**src/rtl/lram_pkg.sv**
```systemverilog
// Shared types and defaults for the LRAM request sequencer.
// State enum, default geometry and credit-counter width.
package lram_pkg;

    typedef enum logic {
        SWEEP = 1'b0,
        RUN   = 1'b1
    } lram_state_e;

    localparam int DEF_ADDR_W = 3;
    localparam int DEF_DATA_W = 8;
    localparam int DEF_RD_LAT = 1;
    localparam int DEF_DEPTH  = 4;
    localparam int CNT_W      = $clog2(DEF_DEPTH + 1);

endpackage

```
**src/rtl/lram_resp_fifo.sv**
```systemverilog
// First-word-fall-through response FIFO with occupancy count.
// Ports: clock, reset_n, push/wdata in, pop in, rdata/valid/count out.
module lram_resp_fifo
    import lram_pkg::*;
#(
    parameter int DEPTH  = DEF_DEPTH,
    parameter int DATA_W = DEF_DATA_W,
    parameter int CNT_W  = $clog2(DEPTH + 1)
) (
    input  logic              clock,
    input  logic              reset_n,
    input  logic              push,
    input  logic [DATA_W-1:0] wdata,
    input  logic              pop,
    output logic [DATA_W-1:0] rdata,
    output logic              valid,
    output logic [CNT_W-1:0]  count
);

    localparam int PW = (DEPTH > 1) ? $clog2(DEPTH) : 1;

    logic [DATA_W-1:0] mem [DEPTH];
    logic [PW-1:0]     wp;
    logic [PW-1:0]     rp;
    logic              do_pop;

    function automatic logic [PW-1:0] nxt(input logic [PW-1:0] p);
        return (p == PW'(DEPTH - 1)) ? '0 : p + PW'(1);
    endfunction

    assign valid  = (count != '0);
    assign do_pop = pop && valid;
    // Head is zeroed while empty so stale entries never leak out.
    assign rdata  = valid ? mem[rp] : '0;

    always_ff @(posedge clock) begin
        if (push) mem[wp] <= wdata;
    end

    always_ff @(posedge clock or negedge reset_n) begin
        if (!reset_n) begin
            wp    <= '0;
            rp    <= '0;
            count <= '0;
        end else begin
            assert (!(push && count == CNT_W'(DEPTH)));
            if (push)   wp <= nxt(wp);
            if (do_pop) rp <= nxt(rp);
            if (push && !do_pop)      count <= count + CNT_W'(1);
            else if (!push && do_pop) count <= count - CNT_W'(1);
        end
    end

endmodule

```
**src/rtl/lram_req_ctrl.sv**
```systemverilog
// LRAM request sequencer: registered LRAM pins, read-latency tracking,
// credit-guarded response FIFO. Optional init sweep: LRAM_REQ_CTRL_SWEEP_EN.
// Ports: clock, reset_n; req_* (valid/ready in); resp_* (valid/ready out);
// lram_addr/lram_data/lram_wen to LRAM, lram_y from LRAM.
module lram_req_ctrl
    import lram_pkg::*;
#(
    parameter int                ADDR_W   = DEF_ADDR_W,
    parameter int                DATA_W   = DEF_DATA_W,
    parameter int                RD_LAT   = DEF_RD_LAT,
    parameter int                DEPTH    = DEF_DEPTH,
    parameter logic [DATA_W-1:0] INIT_VAL = '0
) (
    input  logic              clock,
    input  logic              reset_n,
    input  logic              req_valid,
    output logic              req_ready,
    input  logic              req_we,
    input  logic [ADDR_W-1:0] req_addr,
    input  logic [DATA_W-1:0] req_wdata,
    output logic              resp_valid,
    input  logic              resp_ready,
    output logic [DATA_W-1:0] resp_rdata,
    output logic [ADDR_W-1:0] lram_addr,
    output logic [DATA_W-1:0] lram_data,
    output logic              lram_wen,
    input  logic [DATA_W-1:0] lram_y
);

    localparam int            CW  = $clog2(DEPTH + 1);
    localparam int            SRW = RD_LAT + 1;
    localparam logic [CW:0]   CAP = (CW + 1)'(DEPTH);

    lram_state_e    state;
    logic           live;
    logic [SRW-1:0] rd_sr;
    logic [CW-1:0]  inflight;
    logic [CW-1:0]  fifo_cnt;
    logic           acc;
    logic           rd_acc;
    logic           push;

`ifdef LRAM_REQ_CTRL_SWEEP_EN
    logic [ADDR_W-1:0] swp_addr;
`else
    assign state = RUN;
`endif

    always_comb begin
        inflight = '0;
        for (int i = 0; i < SRW; i++)
            inflight = inflight + CW'(rd_sr[i]);
    end

    // Every in-flight read owns a FIFO slot before it is issued.
    assign req_ready = live && (state == RUN) &&
                       (({1'b0, inflight} + {1'b0, fifo_cnt}) < CAP);
    assign acc    = req_valid && req_ready;
    assign rd_acc = acc && !req_we;
    assign push   = rd_sr[SRW-1];

    always_ff @(posedge clock or negedge reset_n) begin
        if (!reset_n) begin
            live      <= 1'b0;
            rd_sr     <= '0;
            lram_addr <= '0;
            lram_data <= '0;
            lram_wen  <= 1'b0;
`ifdef LRAM_REQ_CTRL_SWEEP_EN
            state     <= SWEEP;
            swp_addr  <= '0;
`endif
        end else begin
            live     <= 1'b1;
            rd_sr    <= (rd_sr << 1) | SRW'(rd_acc);
            lram_wen <= 1'b0;
            if (acc) begin
                lram_addr <= req_addr;
                lram_wen  <= req_we;
                if (req_we) lram_data <= req_wdata;
            end
`ifdef LRAM_REQ_CTRL_SWEEP_EN
            if (state == SWEEP) begin
                lram_wen  <= 1'b1;
                lram_addr <= swp_addr;
                lram_data <= INIT_VAL;
                swp_addr  <= swp_addr + ADDR_W'(1);
                if (swp_addr == '1) state <= RUN;
            end
`endif
        end
    end

    lram_resp_fifo #(
        .DEPTH  (DEPTH),
        .DATA_W (DATA_W),
        .CNT_W  (CW)
    ) u_fifo (
        .clock   (clock),
        .reset_n (reset_n),
        .push    (push),
        .wdata   (lram_y),
        .pop     (resp_ready),
        .rdata   (resp_rdata),
        .valid   (resp_valid),
        .count   (fifo_cnt)
    );

endmodule

```
**config.mk**
```make
export PLATFORM = sky130hd
export DESIGN_NAME = lram_req_ctrl
export DESIGN_NICKNAME = d
export VERILOG_FILES = /design/src/rtl/lram_pkg.sv /design/src/rtl/lram_resp_fifo.sv /design/src/rtl/lram_req_ctrl.sv
export SDC_FILE = /design/constraint.sdc
export NUM_CORES = 1
export LEC_CHECK = 0
export ABC_AREA = 1
export CORE_MARGIN = 1.5
export CORE_UTILIZATION = 40
export DETAILED_ROUTE_END_ITERATION = 8
export PLACE_DENSITY = 0.62
export SLEW_MARGIN = 30
export SYNTH_ARGS = -nofsm -noshare
export SYNTH_HDL_FRONTEND = slang
export SYNTH_SLANG_ARGS = --single-unit
```
**constraint.sdc**
```tcl
create_clock -name clock -period 3.9 [get_ports clock]
set_clock_uncertainty 0.1 [all_clocks]
set_input_delay 0.78 -clock clock [delete_from_list [all_inputs] [get_ports clock]]
set_output_delay 0.78 -clock clock [all_outputs]
set_load 0.02 [all_outputs]
```
==> flow_summary_export.csv <==
group,metric,value,unit
critical_path,worstPathMaxFanout,19,
critical_path,cp.arrival,2.22,ns
layout,fin_cells,320,
die,initial_utilization,0.418,
clocking,cts_tree,"built",
synthesis,avgSynthCellArea,11.4,um2
clocking,clockRootBuffer,"clkbuf_8",
place,port_buffers,45,
global_routing,track_usage,0.146,
layout,num_antenna_cells,0,
hold_path,holdPathStages,0,
global_routing,antenna_found_initial,0,
route,drc,0,
synthesis,seq_area_frac_synth,0.653,
clocking,clockBufferDepth,2,
synthesis,yosysTopAreaCellShare,0.415,
flow_run,maxCapViolCount,0,
critical_path,rr_worst_depth,9,
clocking,cts.htree.levels,2,
layout,layout-drive-gt1-share,0.0685,
sta,period_needed,3.10,ns
pwr,p_leak,0.00119,uW
clocking,cts_hold_buf,0,
layout,nNetsFinal,279,
run_status,outcome,"finished, final reports clean",
place,place_inst,312,
place,gp_congestion,0.729,
critical_path,r2r_slack,1.84,ns
synthesis,synth.net_count,235,
hold_path,min_from,"rd_sr[0]",
critical_path,critPathLaunchType,"register",
synthesis,synth-edff-count,32,
route,vias_per_cell,4.73,
synthesis,ys_top_cells_by_count,"nor2_1, edfxtp_1, nand2_1",
die,fp-row-count,27,
synthesis,async_reset_ff_frac,0.407,
route,drt-initial-drc-count,90,
critical_path,cpPeakStageDelay,0.63,ns
critical_path,reg2reg_from,"u_fifo.count[1]",
clocking,clk_pin_slew_worst_paths,0.10,ns
route,routed_wl,4110,um
layout,final_area,2880,um2
clocking,clock-sinks,54,
sta,relSlewSlack,0.600,
pwr,worst_ir_drop_vdd,0.000307,V
synthesis,synthesis.area,2310,um2
pwr,powerDensity,697,nW/um2
die,core,5540,um2
layout,fill_cells,484,
sta,fmax,322,MHz
clocking,cts.repair_timing.setup_buffer_count,0,
synthesis,netlist_instances,203,
global_routing,grt_pass1_wl,6900,um
synthesis,synth_flop_cell,"edfxtp_1",
critical_path,crit_type,"reg -> out",
critical_path,required,3.02,ns
critical_path,r2r_end,"u_fifo.count[2]",
sta,hold_viol,0,
synthesis,ys_warn_count,0,
route,ant_nets,0,
critical_path,cp-endpoint,"resp_rdata[5]",
critical_path,path_cells,"inv_2, o21ai_0, a21oi_1, clkdlybuf4s50_1",
critical_path,worstSetupStartpoint,"u_fifo.rp[0]",
die,die-area,6250,um2
critical_path,cp-end-kind,"output port",
route,first_pass_iters,4,
sta,rsz0062_at_grt,"no",
synthesis,synth_area_leader_cell,"edfxtp_1",
synthesis,yosys-top-cells-area,"edfxtp_1, dfrtp_1, nor2_1",
sta,tightest_slew,0.600,ns
layout,area_growth,24.3,%
synthesis,ys_ff_latch,54,
hold_path,hold_class,"reg -> reg",
sta,finalSetupTns,0,ns
clocking,numCtsBuffers,5,
place,dpl_cell_area,2780,um2
route,wire_per_inst,12.8,um
die,die_w,79.1,um
synthesis,yosysUniqueCellTypes,23,
global_routing,grt_overflow_total,0,
die,io_pins,46,
sta,min_period_over_period,0.795,
global_routing,grt_max_degree,23,
place,dp_hpwl,2870,um
critical_path,slowest_stage,"clkdlybuf4s50_1",
synthesis,synth_most_common_cell,"nor2_1",
route,vias,1515,
clocking,cts_resized,0,
die,fp.dieH,79.1,um
global_routing,first_global_vias,1491,
sta,finalSetupViolCount,0,
clocking,worstSkewPairLatency,0.30,ns
sta,maxSlewViolCount,0,
## power by group
| group | internal [uW] | total, uW | switching [uW] |
|---|---|---|---|
| clock network | 146 | 325 | 179 |
| logic | 389 | 852 | 463 |
| registers | 712 | 826 | 114 |
## critical path: cells and delay by family (launching register included)
kind	cells	cell delay, ns
DFF	1	0.61
AOI/OAI and AO/OA	2	0.33
buffers and inverters	2	0.97
## final cells by class
type	count	area, um2	share of cell area
timing repair buffer	45	445	0.155
inverter	14	52.6	0.0183
clock inverter	2	16.3	0.00566
clock buffer	6	82.6	0.0287
sequential	54	1510	0.526
multi-input combinational	127	677	0.235
tap	72	90.1	0.0313
## routing by layer
metal | wire (um) | up-vias | GRT usage
met2 | 2020 | 26 | 0.232
met3 | 155 | 5 | 0.0345
met4 | 52 | 0 | 0.0509
met5 | 0 | - | 0
li1 | - | 767 | -
met1 | 1880 | 717 | 0.195
## logic make-up after synthesis
group                      count (synthesis)  share of synthesized area
other                                      1                    0.00162
muxes                                      1                    0.00487
and+or+nand+nor                           83                      0.158
adders and majority gates                  8                     0.0465
xor gates and xnor gates                   2                    0.00757
DFF                                       54                      0.653
AOI/OAI and AO/OA                         32                     0.0741
buffers and inverters                     22                     0.0541
## worst min path at each step
| stage | endpoint | slack, ns |
|---|---|---|
| CTS | rd_sr[1] | 0.29 |
| global route | rd_sr[1] | 0.32 |
| global placement | rd_sr[1] | 0.28 |
| finish | rd_sr[1] | 0.29 |
| floorplan | rd_sr[1] | 0.26 |
| detailed placement | rd_sr[1] | 0.27 |
## cells in the final DEF, fill, tap and decap left out
master / instances
clkdlybuf4s50_1: 44
nor2_1: 37
nand2_1: 32
edfxtp_1: 32
dfrtp_1: 22
inv_1: 12
o21ai_0: 12
a21oi_1: 12
o21ai_1: 7
nand4_1: 7
ha_1: 7
clkbuf_8: 6
nand3_1: 3
inv_2: 2
nand2_4: 2
nand4_2: 2
a21oi_4: 1
mux2_2: 1
xnor2_1: 1
xor2_1: 1
fa_1: 1
clkinvlp_4: 1
inv_6: 1
buf_2: 1
conb_1: 1
## stage by stage
stage / hold slack, ns / utilization / setup WS [ns] / total power [uW]
finish: 0.285 / 0.519 / 0.798 / 2000
global route: 0.315 / 0.519 / 0.628 / 2140
CTS: 0.291 / 0.519 / 0.782 / 2020
detailed placement: 0.268 / 0.501 / 1.14 / 1700
global placement: 0.280 / 0.502 / 1.15 / 1690
floorplan: 0.260 / - / 1.82 / 1350
## registers in the layout (all words and copies together) (netlist names)
signal,cells
u_fifo.rp,2
lram_wen,1
lram_data,8
u_fifo.wp,2
rd_sr,2
lram_addr,3
u_fifo.count,3
u_fifo.mem,32
live,1
No activity file was read; power rests on OpenSTA's default activity.
